File: src/rtl/cpu_pkg.sv
// Shared definitions for the multi-cycle CPU control sequencer.
package cpu_pkg;

    localparam int unsigned INST_W       = 32;
    localparam int unsigned OP_W         = 3;
    localparam int unsigned REG_W        = 5;
    localparam int unsigned R3_W         = 3;
    localparam int unsigned ADDR_FIELD_W = 16;

    // Instruction field positions (LSB of each field)
    localparam int unsigned OP_LSB   = 29;
    localparam int unsigned R1_LSB   = 24;
    localparam int unsigned R2_LSB   = 19;
    localparam int unsigned R3_LSB   = 16;
    localparam int unsigned ADDR_LSB = 0;

    localparam logic [OP_W-1:0] OP_NOP  = 3'b000;
    localparam logic [OP_W-1:0] OP_LW   = 3'b001;
    localparam logic [OP_W-1:0] OP_SW   = 3'b010;
    localparam logic [OP_W-1:0] OP_BEQ  = 3'b011;
    localparam logic [OP_W-1:0] OP_HALT = 3'b111;

    typedef enum logic [2:0] {
        ST_IDLE,
        ST_FETCH,
        ST_DECODE,
        ST_MEM,
        ST_WB,
        ST_HALT
    } state_t;

    // True for every opcode the sequencer knows how to execute
    function automatic logic op_is_legal(input logic [OP_W-1:0] op);
        return (op == OP_NOP) || (op == OP_LW) || (op == OP_SW) ||
               (op == OP_BEQ) || (op == OP_HALT);
    endfunction

endpackage

File: src/rtl/cpu_pc_unit.sv
// Program counter: sequential increment or BEQ target, both wrapping at PC_W.
module cpu_pc_unit
    import cpu_pkg::*;
#(
    parameter int unsigned     PC_W     = 16,
    parameter logic [PC_W-1:0] RESET_PC = '0
) (
    input  logic                    clk,
    input  logic                    rst,
    input  logic                    inc,
    input  logic                    branch,
    input  logic [ADDR_FIELD_W-1:0] offset,
    output logic [PC_W-1:0]         pc
);

    logic [PC_W-1:0] pc_plus1;
    logic [PC_W-1:0] br_target;

    // Both candidates are computed modulo 2^PC_W so wrap falls out naturally
    always_comb begin
        pc_plus1  = pc + PC_W'(1);
        br_target = pc_plus1 + PC_W'($signed(offset));
    end

    // PC register; branch has priority over a plain increment
    always_ff @(posedge clk or posedge rst) begin
        if (rst) begin
            pc <= RESET_PC;
        end else if (branch) begin
            pc <= br_target;
        end else if (inc) begin
            pc <= pc_plus1;
        end
    end

endmodule

File: src/rtl/cpu_seq_ctrl.sv
// Multi-cycle fetch/decode/memory/writeback sequencer for the 3-bit-opcode CPU.
module cpu_seq_ctrl
    import cpu_pkg::*;
#(
    parameter int unsigned     PC_W     = 16,
    parameter int unsigned     DADDR_W  = 16,
    parameter logic [PC_W-1:0] RESET_PC = '0
) (
    input  logic               clk,
    input  logic               rst,
    input  logic               start,
    output logic               imem_req,
    output logic [PC_W-1:0]    imem_addr,
    input  logic               imem_ack,
    input  logic [INST_W-1:0]  imem_rdata,
    output logic               dmem_req,
    output logic               dmem_we,
    output logic [DADDR_W-1:0] dmem_addr,
    output logic [31:0]        dmem_wdata,
    input  logic               dmem_ack,
    input  logic [31:0]        dmem_rdata,
    output logic [REG_W-1:0]   rf_raddr1,
    output logic [REG_W-1:0]   rf_raddr2,
    input  logic [31:0]        rf_rdata1,
    input  logic [31:0]        rf_rdata2,
    output logic               rf_we,
    output logic [REG_W-1:0]   rf_waddr,
    output logic [31:0]        rf_wdata,
    output logic [PC_W-1:0]    pc,
    output logic               busy,
    output logic               halted,
    output logic               illegal
);

    state_t              state;
    state_t              state_next;
    logic [INST_W-1:0]   ir;
    logic [31:0]         ld_data;
    logic [OP_W-1:0]     op;
    logic                ops_equal;
    logic                pc_inc;
    logic                pc_branch;
    logic                ir_load;
    logic                ld_capture;
    logic                set_illegal;
    logic                unused_rsvd;

    assign op          = ir[OP_LSB +: OP_W];
    assign ops_equal   = (rf_rdata1 == rf_rdata2);
    assign unused_rsvd = ^ir[R3_LSB +: R3_W];

    // Datapath fields come straight from the IR; the FSM only gates the strobes
    assign imem_addr  = pc;
    assign rf_raddr1  = ir[R1_LSB +: REG_W];
    assign rf_raddr2  = ir[R2_LSB +: REG_W];
    assign rf_waddr   = ir[R1_LSB +: REG_W];
    assign rf_wdata   = ld_data;
    assign dmem_addr  = ir[ADDR_LSB +: DADDR_W];
    assign dmem_wdata = rf_rdata1;

    cpu_pc_unit #(
        .PC_W     (PC_W),
        .RESET_PC (RESET_PC)
    ) u_pc (
        .clk    (clk),
        .rst    (rst),
        .inc    (pc_inc),
        .branch (pc_branch),
        .offset (ir[ADDR_LSB +: ADDR_FIELD_W]),
        .pc     (pc)
    );

    // State register
    always_ff @(posedge clk or posedge rst) begin
        if (rst) begin
            state <= ST_IDLE;
        end else begin
            state <= state_next;
        end
    end

    // Next-state logic
    always_comb begin
        state_next = state;
        case (state)
            ST_IDLE:   if (start) state_next = ST_FETCH;
            ST_FETCH:  if (imem_ack) state_next = ST_DECODE;
            ST_DECODE: begin
                if (!op_is_legal(op) || (op == OP_HALT)) begin
                    state_next = ST_HALT;
                end else if ((op == OP_LW) || (op == OP_SW)) begin
                    state_next = ST_MEM;
                end else begin
                    state_next = ST_FETCH;
                end
            end
            ST_MEM: begin
                if (dmem_ack) state_next = (op == OP_LW) ? ST_WB : ST_FETCH;
            end
            ST_WB:     state_next = ST_FETCH;
            ST_HALT:   if (start) state_next = ST_FETCH;
            default:   state_next = ST_IDLE;
        endcase
    end

    // Output and control-strobe decode
    always_comb begin
        imem_req    = 1'b0;
        dmem_req    = 1'b0;
        dmem_we     = 1'b0;
        rf_we       = 1'b0;
        busy        = 1'b0;
        halted      = 1'b0;
        pc_inc      = 1'b0;
        pc_branch   = 1'b0;
        ir_load     = 1'b0;
        ld_capture  = 1'b0;
        set_illegal = 1'b0;
        case (state)
            ST_FETCH: begin
                busy     = 1'b1;
                imem_req = 1'b1;
                ir_load  = imem_ack;
            end
            ST_DECODE: begin
                busy = 1'b1;
                if (!op_is_legal(op)) begin
                    set_illegal = 1'b1;
                end else if (op == OP_NOP) begin
                    pc_inc = 1'b1;
                end else if (op == OP_BEQ) begin
                    pc_branch = ops_equal;
                    pc_inc    = !ops_equal;
                end
            end
            ST_MEM: begin
                busy       = 1'b1;
                dmem_req   = 1'b1;
                dmem_we    = (op == OP_SW);
                ld_capture = dmem_ack && (op == OP_LW);
                pc_inc     = dmem_ack && (op == OP_SW);
            end
            ST_WB: begin
                busy   = 1'b1;
                rf_we  = 1'b1;
                pc_inc = 1'b1;
            end
            ST_HALT:  halted = 1'b1;
            default: ;
        endcase
    end

    // Instruction register, load-data capture and sticky illegal flag
    always_ff @(posedge clk or posedge rst) begin
        if (rst) begin
            ir      <= '0;
            ld_data <= '0;
            illegal <= 1'b0;
        end else begin
            if (ir_load)     ir      <= imem_rdata;
            if (ld_capture)  ld_data <= dmem_rdata;
            if (set_illegal) illegal <= 1'b1;
        end
    end

endmodule

File: config.mk
export PLATFORM = sky130hd
export DESIGN_NAME = cpu_seq_ctrl
export DESIGN_NICKNAME = d
export VERILOG_FILES = /design/src/rtl/cpu_pkg.sv /design/src/rtl/cpu_pc_unit.sv /design/src/rtl/cpu_seq_ctrl.sv
export SDC_FILE = /design/constraint.sdc
export NUM_CORES = 1
export LEC_CHECK = 0
export BUFFER_PORTS_ARGS = -buffer_cell sky130_fd_sc_hd__buf_4
export CAP_MARGIN = 20
export CORE_AREA = 5 5 116 118
export CTS_CLUSTER_SIZE = 30
export DETAILED_ROUTE_END_ITERATION = 16
export DIE_AREA = 0 0 121 123
export GPL_ROUTABILITY_DRIVEN = 1
export PLACE_DENSITY_LB_ADDON = 0.12
export SKIP_CTS_REPAIR_TIMING = 1
export SLEW_MARGIN = 20
export SYNTH_ARGS = -nofsm -noshare
export SYNTH_HDL_FRONTEND = slang
export SYNTH_SLANG_ARGS = --single-unit
File: constraint.sdc
create_clock -name clk -period 3.7 [get_ports clk]
set_input_delay 0.74 -clock clk [delete_from_list [all_inputs] [get_ports clk]]
set_output_delay 0.74 -clock clk [all_outputs]
set_load 0.03 [all_outputs]
==> metrics.txt <==
row cnt 41; vias per cell 4.86; Synth area leaders dfrtp_1 (38%), mux2_2 (12%), buf_4 (11%); Post-synth EDFFs 0; total grt overflow 0; RSZ-0062 raised after global routing no; Synth Register Bits 81; top cells by count, synth dfrtp_1 (81), buf_4 (79), mux2_2 (56), xor2_1 (44), nand2_1 (29); Synth Area in Compound Gates 9.05%; DRC violations left 0; status completed; initial antenna violation count 0; CP required 3.96 ns; first-pass GRT wire length ~23000 microns; Critical Path Source Type flop; Multi-input gate area approximately 2700 sq um; Sink Count 81; mux cell area share after synthesis 14.5%; Reg clk slew, reported paths about 0.07 ns; drt initial violations 235; TritonCTS buffer count 9; final setup fails 0; Worst Skew 0.00527 ns; RD Place Congestion 0.908; largest net degree at the start of global routing 37; clk_lat worst skew 0.34 ns; P_leak around 3.6 nW; Slew Viols, Final 0; largest family of logic cells by synthesized area multiplexers; NetSw 2.90 mW; asr flop ratio synth 100%; Worst VDD drop 0.444 mV; fin crit period ~3.4 ns; area delta synth->final 34.8%; CTS Buffer Depth 2; Top FF cell, synth dfrtp_1; Synth Area per Inst 10.3 sq um; setup_tns 0 ns; power share of the clock group 13.6%; top cell type's share of synthesized area 37.6%; first-pass iteration count of the detailed router 4; Register Area 2030 sq um; Hold Crit Class input pin to async pin; Initial Util between 40% and 50%; maximum fanout along the worst path 6; WL per Instance 16.7 microns; crit end category flop; top-count cell post-synth dfrtp_1; Total Routing Usage GR just under 20%; proportion of layout cells with a drive suffix above 1 49.9%; # diodes 0; Cell Int Power ~3.4 mW; Tcrit/Tclk final 93.2%; Post-DP HPWL between 10000 and 15000 microns; Net Sw Frac 46.3%; Rel. slew slack between 40 and 50%; Detailed Route WL between 10000 and 15000 microns; PwrDens roughly 860 nW/um^2; Yosys warning count 0; number of global-route vias before repair around 4300; CTS tree yes; final hold vios 0; via count 4326; Die Footprint between 10000 and 15000 sq um; CTS H-tree lvls 3; maxcap violations 0; Seq pwr share 26.0%; # IOs 267; Synth Area in Adders between 5 and 6%; IO buf count between 200 and 300; WP data arrival 3.71 ns; simple-gate share of the synthesized area 10.2%; Yosys cell types 51; register area share after synthesis between 30 and 40%; Post-Syn Area 5390 sq um; clock root cell clkbuf_16; Die Wd 121 microns; fill cell count 1104; Comb pwr share 60.4%; Worst Max-Slew Pin Slew 0.845 ns; Max Clock Freq approximately 290 MHz; die height 123 microns; syn nets 679; Yosys top cell by area dfrtp_1; Nets 868; crit path kind flop to flop; Detail Route Antenna Nets 0; core area 12400 sq um; Hold Slack 0.458 ns; Mapped Cells 525; Post-Synth XOR/XNOR Area 10.2%
[final cells by class]
cell class                 count  share of cell area (%)
sequential                    81                    27.9
clock inverter                 6                   0.689
inverter                      10                   0.534
timing repair buffer         274                    28.3
tap                          172                    2.96
multi-input combinational    338                    36.5
clock buffer                  10                    3.15
[cells by family after synthesis]
logic type | Yosys count
adders and majority gates | 21
DFF | 81
xor gates and xnor gates | 63
muxes | 70
AOI/OAI and AO/OA | 77
buffers and inverters | 106
and+or+nand+nor | 107
[worst max-delay path, cell delays in order (launching register included)]
cell and delay, ns:
dfrtp_1 0.36, buf_4 0.14, and3_1 0.27, nand4_1 0.24, nor2_1 0.26, xor2_1 0.27
ha_1 0.37, nand2_1 0.10, o21ai_0 0.10, a2111o_1 0.45, or4_1 0.47, a21oi_1 0.18
xor2_1 0.15
[through the flow]
| step | setup slack [ns] | power, mW | utilization (%) | area (sq um) | instances |
|---|---|---|---|---|---|
| finish | 0.252 | 6.26 | 58.8 | 7270 | 891 |
| global placement | 0.250 | 5.35 | 56.5 | 6980 | 875 |
| global route | 0.000162 | 6.67 | 58.8 | 7270 | 891 |
| detailed placement | 0.202 | 5.43 | 56.5 | 6980 | 875 |
| floorplan | 0.160 | 4.45 | - | 5390 | 525 |
| CTS | 0.172 | 6.32 | 58.7 | 7260 | 891 |
[routing by layer]
layer  share of wire, %  global-route usage (%)
met5                  0                       0
met4                1.4                    6.59
met3                5.0                    3.06
met2                 50                    32.6
met1                 43                    25.5
[power groups by stage]
stage	sequential [mW]	clock (mW)	combinational, mW
floorplan	1.97	0	2.47
global placement	1.63	0	3.72
detailed placement	1.65	0	3.78
CTS	1.63	0.891	3.80
global route	1.69	0.919	4.06
finish	1.63	0.850	3.78
[state kept, by name, summed over array words and instances, names as in the netlist]
register,flops
ir,29
rf_wdata,32
u_pc.pc,16
illegal,1
state,3
[worst paths after layout]
check | cells past startpoint | to | startpoint | slack [ns]
worst min register to register | 1 | illegal | illegal | 0.47
min in group clk | 1 | illegal | illegal | 0.47
worst min-delay path | 2 | rf_wdata[2] | rst | 0.46
max in group asynchronous | 3 | ir[10] | rst | 2.44
worst max register to register | 12 | u_pc.pc[15] | u_pc.pc[1] | 0.25
worst max-delay path | 12 | u_pc.pc[15] | u_pc.pc[1] | 0.25
[cell usage in the layout (no fill, tap or decap), types with 2 or more instances in the layout]
| cell type | Yosys | final |
|---|---|---|
| buf_4 | 79 | 274 |
| dfrtp_1 | 81 | 81 |
| mux2_2 | 56 | 56 |
| xor2_1 | 44 | 44 |
| nand2_1 | 29 | 29 |
| nor2_1 | 26 | 26 |
| a21oi_1 | 24 | 24 |
| xnor2_1 | 19 | 19 |
| ha_1 | 20 | 19 |
| o21ai_0 | 18 | 17 |
| inv_1 | 10 | 9 |
| nor4_1 | 9 | 9 |
| clkbuf_16 | 0 | 9 |
| nand3_1 | 8 | 8 |
| mux2i_1 | 7 | 7 |
| mux2_1 | 7 | 7 |
| and3_1 | 7 | 6 |
| nor3_1 | 6 | 5 |
| nand4_1 | 5 | 5 |
| a21o_1 | 5 | 5 |
| o21a_1 | 4 | 4 |
| a22oi_1 | 4 | 4 |
| o211ai_1 | 4 | 4 |
| and2_1 | 3 | 3 |
| a211oi_1 | 3 | 3 |
| nand2b_1 | 3 | 3 |
| nand2b_4 | 2 | 2 |
| o22ai_1 | 2 | 2 |
| a211o_1 | 2 | 2 |
| and3_2 | 1 | 2 |
| and4_1 | 3 | 2 |
| o31ai_1 | 2 | 2 |
| clkinv_2 | 0 | 2 |
| inv_6 | 0 | 2 |
Power figures use the tool's default switching activity.
